<file path="src/rtl/rx78_cart_arbiter.sv">
// RX-78 cartridge/EXT RAM arbiter: HPS download writes and Z80 bus share one BRAM.
// Define RX78_CART_WP_EN to write-protect the cartridge window against CPU writes.
module rx78_cart_arbiter #(
  parameter int          AW         = 15,
  parameter logic [15:0] CART_BASE  = 16'h2000,
  parameter logic [15:0] CART_SIZE  = 16'h4000,
  parameter logic [15:0] EXT_BASE   = 16'h6000,
  parameter logic [7:0]  CART_INDEX = 8'd1
) (
  input  logic          clk,
  input  logic          reset,
  input  logic          dl_active,
  input  logic          dl_wr,
  input  logic [7:0]    dl_index,
  input  logic [24:0]   dl_addr,
  input  logic [7:0]    dl_data,
  input  logic          ext,
  input  logic          cpu_req,
  input  logic          cpu_we,
  input  logic [15:0]   cpu_addr,
  input  logic [7:0]    cpu_wdata,
  output logic [7:0]    cpu_rdata,
  output logic          cpu_ack,
  output logic          cpu_wait,
  output logic [AW-1:0] mem_addr,
  output logic          mem_we,
  output logic [7:0]    mem_din,
  input  logic [7:0]    mem_dout,
  output logic [15:0]   cart_len
);

  typedef enum logic [2:0] {
    S_IDLE,
    S_DLW,
    S_CPU_RD,
    S_CPU_RD2,
    S_CPU_DONE
  } state_t;

  state_t        r_state;
  logic [AW-1:0] r_dl_addr;
  logic [7:0]    r_dl_data;
  logic          r_dl_pend;
  logic          r_dl_active;
  logic [15:0]   r_cart_len;
  logic [7:0]    r_cpu_rdata;
  logic          r_cpu_ack;
  logic [AW-1:0] r_mem_addr;
  logic          r_mem_we;
  logic [7:0]    r_mem_din;

  logic          w_dl_acc;
  logic          w_dl_rise;
  logic [15:0]   w_len_base;
  logic [15:0]   w_dl_len;
  logic [15:0]   w_cart_off;
  logic [15:0]   w_ext_off;
  logic          w_in_cart;
  logic          w_in_ext;
  logic          w_mapped;
  logic [AW-1:0] w_cpu_off;
  logic          w_wr_ok;
  logic          w_port_free;
  logic          w_dl_take;
  logic          w_grant;

  assign w_dl_acc   = dl_wr && (dl_index == CART_INDEX)
                   && (dl_addr < {9'd0, CART_SIZE});
  assign w_dl_rise  = dl_active & ~r_dl_active;
  assign w_len_base = w_dl_rise ? 16'd0 : r_cart_len;
  assign w_dl_len   = dl_addr[15:0] + 16'd1;

  // Window tests in mod-2^16 offset form also cover a window that wraps.
  assign w_cart_off = cpu_addr - CART_BASE;
  assign w_ext_off  = cpu_addr - EXT_BASE;
  assign w_in_cart  = w_cart_off < CART_SIZE;
  assign w_in_ext   = ext && (w_ext_off < CART_SIZE);
  assign w_mapped   = w_in_cart | w_in_ext;
  assign w_cpu_off  = w_in_cart ? AW'(w_cart_off)
                                : AW'(CART_SIZE + w_ext_off);

`ifdef RX78_CART_WP_EN
  assign w_wr_ok = w_mapped & ~w_in_cart;
`else
  assign w_wr_ok = w_mapped;
`endif

  assign w_port_free = (r_state == S_IDLE) || (r_state == S_DLW)
                    || (r_state == S_CPU_DONE);
  assign w_dl_take   = r_dl_pend & w_port_free;
  // An accepted byte arriving this cycle also blocks the grant: download first.
  assign w_grant     = cpu_req & ~r_dl_pend & ~w_dl_acc & ~dl_active;

  always_ff @(posedge clk) begin
    if (reset) begin
      r_state     <= S_IDLE;
      r_dl_addr   <= '0;
      r_dl_data   <= 8'h00;
      r_dl_pend   <= 1'b0;
      r_dl_active <= 1'b0;
      r_cart_len  <= 16'd0;
      r_cpu_rdata <= 8'hFF;
      r_cpu_ack   <= 1'b0;
      r_mem_addr  <= '0;
      r_mem_we    <= 1'b0;
      r_mem_din   <= 8'h00;
    end else begin
      r_dl_active <= dl_active;
      r_mem_we    <= 1'b0;
      r_cpu_ack   <= 1'b0;

      if (w_dl_acc) begin
        r_dl_addr  <= AW'(dl_addr);
        r_dl_data  <= dl_data;
        r_cart_len <= (w_dl_len > w_len_base) ? w_dl_len : w_len_base;
      end else if (w_dl_rise) begin
        r_cart_len <= 16'd0;
      end

      r_dl_pend <= w_dl_acc | (r_dl_pend & ~w_dl_take);

      unique case (r_state)
        S_IDLE, S_DLW, S_CPU_DONE: begin
          if (w_dl_take) begin
            r_mem_we   <= 1'b1;
            r_mem_addr <= r_dl_addr;
            r_mem_din  <= r_dl_data;
            r_state    <= S_DLW;
          end else if ((r_state == S_IDLE) && w_grant) begin
            if (!w_mapped) begin
              r_cpu_ack <= 1'b1;
              if (!cpu_we) r_cpu_rdata <= 8'hFF;
              r_state <= S_CPU_DONE;
            end else if (cpu_we) begin
              r_mem_we   <= w_wr_ok;
              r_mem_addr <= w_cpu_off;
              r_mem_din  <= cpu_wdata;
              r_cpu_ack  <= 1'b1;
              r_state    <= S_CPU_DONE;
            end else begin
              r_mem_addr <= w_cpu_off;
              r_state    <= S_CPU_RD;
            end
          end else begin
            r_state <= S_IDLE;
          end
        end
        S_CPU_RD: r_state <= S_CPU_RD2;
        S_CPU_RD2: begin
          r_cpu_rdata <= mem_dout;
          r_cpu_ack   <= 1'b1;
          r_state     <= S_CPU_DONE;
        end
        default: r_state <= S_IDLE;
      endcase
    end
  end

  assign cpu_rdata = r_cpu_rdata;
  assign cpu_ack   = r_cpu_ack;
  assign cpu_wait  = cpu_req & ~r_cpu_ack;
  assign mem_addr  = r_mem_addr;
  assign mem_we    = r_mem_we;
  assign mem_din   = r_mem_din;
  assign cart_len  = r_cart_len;

endmodule

</file>
<file path="config.mk">
export PLATFORM = sky130hd
export DESIGN_NAME = rx78_cart_arbiter
export DESIGN_NICKNAME = d
export VERILOG_FILES = /design/src/rtl/rx78_cart_arbiter.sv
export SDC_FILE = /design/constraint.sdc
export NUM_CORES = 1
export LEC_CHECK = 0
export CAP_MARGIN = 5
export CORE_ASPECT_RATIO = 0.9
export CORE_MARGIN = 2
export CORE_UTILIZATION = 40
export DETAILED_ROUTE_END_ITERATION = 10
export GPL_TIMING_DRIVEN = 0
export MAX_ROUTING_LAYER = met4
export PLACE_DENSITY_LB_ADDON = 0.25
export SYNTH_ARGS = -nofsm -noshare
export SYNTH_HDL_FRONTEND = slang
export SYNTH_SLANG_ARGS = --single-unit
</file>
<file path="constraint.sdc">
create_clock -name clk -period 3.4 [get_ports clk]
set_input_delay 0.68 -clock clk [delete_from_list [all_inputs] [get_ports clk]]
set_output_delay 0.68 -clock clk [all_outputs]
set_load 0.01 [all_outputs]
</file>
# After elaboration in Yosys (flattened, before gate mapping)
# Cells that the tools add are included.
[word_totals]
word_cells = 89
out_inout_bits = 50
regBits = 77
[classes]
eq_ne = 9
bitwise = 16
n_reduce_logical = 16
add_sub_neg = 4
order_cmp = 4
mux = 29
[op_table]
columns = ["operator", "count"]
rows = [
  ["two-way mux 8 bit", 8],
  ["two-way mux 15 bit", 4],
  ["two-way mux 16 bit", 3],
  ["< comparator 16 x 15 -> 1 bit, second input constant", 2],
  ["< comparator 25 x 15 -> 1 bit, second input constant", 1],
  ["adder 16 x 1 -> 16 bit, second input constant", 1],
  ["> comparator 16 bit", 1],
  ["case mux 8 bit (2 select lines)", 1],
  ["subtractor 16 x 14 -> 16 bit, second input constant", 1],
  ["subtractor 16 x 15 -> 16 bit, second input constant", 1],
  ["adder 15 bit, first input constant", 1],
  ["two-way mux 3 bit", 4],
  ["case mux 3 bit (3 select lines)", 1],
  ["equality test 8 x 1 -> 1 bit, second input constant", 1],
  ["!= test 2 bit, second input constant", 4],
  ["nonzero test 2 bit", 4],
  ["bitwise AND 1 bit", 7],
  ["two-way mux 1 bit", 7],
  ["inverter 1 bit", 7],
  ["equality test 3 x 2 -> 1 bit, second input constant", 2],
  ["AND reduction 5 bit", 1],
  ["logical AND 1 bit", 4],
  ["AND reduction 4 bit", 1],
  ["equality test 3 x 1 -> 1 bit, second input constant", 1],
  ["8 further kinds", 10],
]

# Longest topological paths before layout
[depth]
ltp_word = 10
mapped_depth = 13
ltp_nobuf = 12

# Worst setup path before layout
# No wires, ideal clock.
[synth_path]
path_type = "in2reg"
start = "in dl_addr[8]"
end = "reg r_cart_len[1], in the netlist cart_len[1]"
cell_stages = 12
setup_slack_ns = 0.362
arrival_time_ns = 2.951
path_buffers = 1
path_cell_list = "nand4_1 nor3_1 and3_1 xor2_1 ha_1 a21oi_1 nand2_1 a221oi_1 and3_1 clkbuf_1 nor2_1 o31ai_1"
[synth_between]
elab_chain_len = 4
elab_cells_between_ends = 6
cone_classes = "1 x add/sub; 2 x order compare; 2 x mux; 1 x reduce/logical"
[synth_lines]
columns = ["item", "line", "source"]
rows = [
  ["start: declaration", "15", "input logic [24:0] dl_addr,"],
  ["adder 16 x 1 -> 16 bit", "71", "assign w_dl_len = dl_addr[15:0] + 16'd1;"],
  ["> comparator 16 bit", "115", "r_cart_len <= (w_dl_len > w_len_base) ? w_dl_len : w_len_base;"],
  ["two-way mux 16 bit", "115", ""],
  ["two-way mux 16 bit (*)", "112", "if (w_dl_acc) begin"],
  ["end signal: assignment", "115", ""],
  ["end: declaration", "45", "logic [15:0] r_cart_len;"],
]
# Every way passes the cells marked *; elsewhere a longest branch is shown, timed or not.
# A chain may end at the register's enable or synchronous reset.

# Worst setup path after layout
[layout_path]
start = "in dl_addr[1]"
end = "reg r_cart_len[0], in the netlist cart_len[0]"
# Same word-level chain as after synthesis.

==> summary.md <==
| Metric | Value |
|---|---|
| Count of final setup violators | `0` |
| Pint | `0.00163 W` |
| Die area | `10,400 um2` |
| Total power | `0.00213 W` |
| WHS Endpoint | `r_dl_addr[14]` |
| Count leader, synth | `dfxtp_1` |
| Syn_area_per_cell | `8.78 um2` |
| Clock transition at the registers of the reported paths | `0.08 ns` |
| Post-CTS Hold Buffers | `0` |
| Yosys top cell area share | `40.2%` |
| Post-synthesis async set-or-reset flop share | `0%` |
| Routed WL | `11.4 mm` |
| Sequential power share | `43.7%` |
| Nets | `678` |
| Max IR drop VDD | `202 uV` |
| Reg-to-reg setup timing slack | `0.68 ns` |
| CTS tree | `yes` |
| Largest net degree at the start of global routing | `13` |
| Placed inst area | `5270 um2` |
| Ratio of final minimum period to clock period | `96.4%` |
| Synth Flop Type | `dfxtp_1` |
| Hold path startpoint | `r_dl_addr[14]` |
| CP startpoint kind | `input port` |
| Routed len/inst | `16.2 um` |
| Synthesis-stage register bit count | `77` |
| CP Buf/Inv Count | `3` |
| Clock sink count | `77` |
| FP Rows | `33` |
| Worst hold-check slack | `0.478 ns` |
| Num CTS Buffers | `9` |
| Max Freq | `305 MHz` |
| Crit path DAT | `3.56 ns` |
| Root buf cell | `clkbuf_8` |
| Vias | `3,843` |
| Number of cells on the worst reg-to-reg path | `11` |
| Syn. warnings | `0` |
| Share of cells above drive strength 1 | `9.76%` |
| Path length in cells of the critical path | `14` |
| Vias per inst | `5.44` |
| Crit path max-delay family | `simple AND/OR/NAND/NOR gates` |
| Initial drt markers | `175` |
| Clock period minus worst slack | `3.28 ns` |
| Data required, critical path | `3.68 ns` |
| Synth area leader | `dfxtp_1` |
| Routability Congestion | `0.935` |
| Setup WS pre-CTS | `-0.755 ns` |
| Hold Path Depth | `1` |
| Layout overhead on the synthesized area | `48.0%` |
| Final slew viol count | `0` |
| H-tree depth | `3` |
| Initial antenna violation count | `0` |
| Die width | `107 um` |
| IO Count | `130` |
| Worst Path Max Fanout | `4` |
| Max Cap Viol | `0` |
| Critical R2R Launch | `r_dl_active` |
| CP max-delay cell | `nor4_4` |
| Sw Ratio | `23.2%` |
| Final hold violations | `0` |
| Antenna Cells | `0` |
| Kind of critical path | `in2reg` |
| Bufs on Longest Clock Path | `2` |
| Synthesized cell area | `3840 um2` |
| Largest cells by area after synthesis | `dfxtp_1 40%, ha_1 6.2%, mux2i_1 6.0%` |
| Logic pwr share | `14.9%` |
| NetSw | `0.000494 W` |
| Worst path max stage delay | `0.31 ns` |
| Post-route cell area | `5680 um2` |
| DRT Pass-1 Iters | `5` |
| Reg-to-Reg End | `cart_len[0]` |
| Clk network pwr share | `41.4%` |
| GRT Total Usage | `22.6%` |
| Starting Density | `41.7%` |
| CP Capture Type | `flip-flop` |
| Run status | `complete, no violations` |
| Worst-Skew Late Latency | `0.35 ns` |
| Worst path cell trace | `clkdlybuf4s15_1 -> ha_2 -> inv_1 -> nor3_2 -> and4_1 -> xor2_2 -> ha_1 -> nand4_1 -> nor4_4 -> o21ai_1 -> and3_1 -> buf_4 -> or3_1 -> a21oi_1` |
| Worst slew pin tran | `0.750 ns` |
| Leak Pwr | `2.11 nW` |
| Yosys cell types | `42` |
| Vias in the first global route | `3,832` |
| GR Overflow Total | `0` |
| Number of port buffers | `128` |
| Antenna-violating nets left | `0` |
| Post-synth EDFFs | `0` |
| Post-synth top cells | `77 x dfxtp_1, 55 x nor2_1, 54 x nand2_1, 31 x nand3_1, 23 x mux2i_1` |
| Die H | `96.9 um` |
| Power Dens Cells | `374 nW/um2` |
| Post-Route Skew | `0.00451 ns` |
| Sequential share of the synthesized area | `40.2%` |
| Type of the most critical hold path | `reg2reg` |
| Post-Syn Instances | `437` |
| DRC | `0` |
| Final worst setup slack | `0.124 ns` |
| Core area | `9210 um2` |
| Synth Net Count | `536` |
| Dpl hpwl | `8.67 mm` |
| First-pass GRT wire length | `18.5 mm` |
| Slew HR | `49.7%` |
[registers in the layout, summed over array words and instances, names as in the netlist, 3 cells and up]
name and count:
r_dl_data 8, r_dl_addr 15, mem_addr 15, cpu_rdata 8
cart_len 16, mem_din 8, r_state 3
[worst reg2reg max path, cell delays in order, from the launching register on]
cell      delay [ns]
dfxtp_1         0.31
nand2b_2        0.21
clkbuf_2        0.26
nand2_1         0.13
ha_1            0.33
nand4_1         0.19
nor4_4          0.31
o21ai_1         0.12
and3_1          0.21
buf_4           0.13
or3_1           0.30
a21oi_1         0.13
[power by group through the flow]
| stage | Sequential (W) | Combinational, W | Clock (W) |
|---|---|---|---|
| 6_report | 0.000928 | 0.000316 | 0.000881 |
| 3_3_place_gp | 0.000949 | 0.000297 | 0 |
| 4_1_cts | 0.000928 | 0.000308 | 0.000891 |
| 5_1_grt | 0.000930 | 0.000340 | 0.000930 |
| 3_5_place_dp | 0.000949 | 0.000303 | 0 |
| 2_1_floorplan | 0.000955 | 0.000125 | 0 |
[timing repair]
item                                    in CTS  in global routing
endpoints found under the setup margin      16                 16
endpoints found under the hold margin        0                  0
buffers inserted                             0                  4
resized for setup                           19                 26
pin swaps                                    2                  5
[worst max path at each step]
stage	endpoint	slack (ns)	from
3_3_place_gp	cart_len[14]	-0.72	dl_addr[0]
2_1_floorplan	cart_len[1]	0.36	dl_addr[8]
5_1_grt	cart_len[0]	-0.01	dl_addr[1]
3_5_place_dp	cart_len[14]	-0.76	dl_addr[5]
6_report	cart_len[0]	0.12	dl_addr[1]
4_1_cts	cart_len[4]	0.0004	dl_addr[6]
[routing by layer]
layer / part of all wire [%] / global-route usage, % / up-vias / routed length (um)
li1: - / - / 1858 / -
met5: 0 / - / - / 0
met1: 44 / 28.2 / 1816 / 5050
met3: 7.0 / 5.46 / 29 / 802
met4: 2.0 / 6.09 / 0 / 233
met2: 47 / 36.4 / 140 / 5360
[cell type report]
type	count	area, um2
fill	797	3530
multi-input combinational	325	2230
sequential	77	1540
timing repair buffer	132	1330
clock buffer	13	169
tap	122	153
buffer	28	143
clock inverter	3	90.1
inverter	6	22.5
[metrics by stage]
step	util [%]	std cells	TNS, ns
finish	61.7	706	0
global route	61.7	706	-0.00976
CTS	60.6	703	0
detailed placement	57.2	687	-10.63
floorplan	-	437	0
global placement	57.2	687	-10.38
[logic make-up (layout without fill, tap and decap cells)]
logic type,after synthesis,after routing,synth area share [%]
fa+ha+maj,19,19,6.20
mux,23,23,6.00
simple gates,187,187,22.8
flops,77,77,40.2
buf+inv,35,182,4.14
xor+xnor,16,16,3.65
compound gates,80,80,17.0
[layout by cell type, fill, tap and decap left out, types with 11 or more instances in the layout]
cell type and count:
a21oi_1 17, clkbuf_1 16, clkdlybuf4s50_1 115, mux2i_1 23
a311oi_1 16, nand3_1 30, nor2_1 52, ha_1 18
dfxtp_1 77, nand2_1 53, clkbuf_8 12, nor3_1 11
No activity file was read; power rests on OpenSTA's default activity.
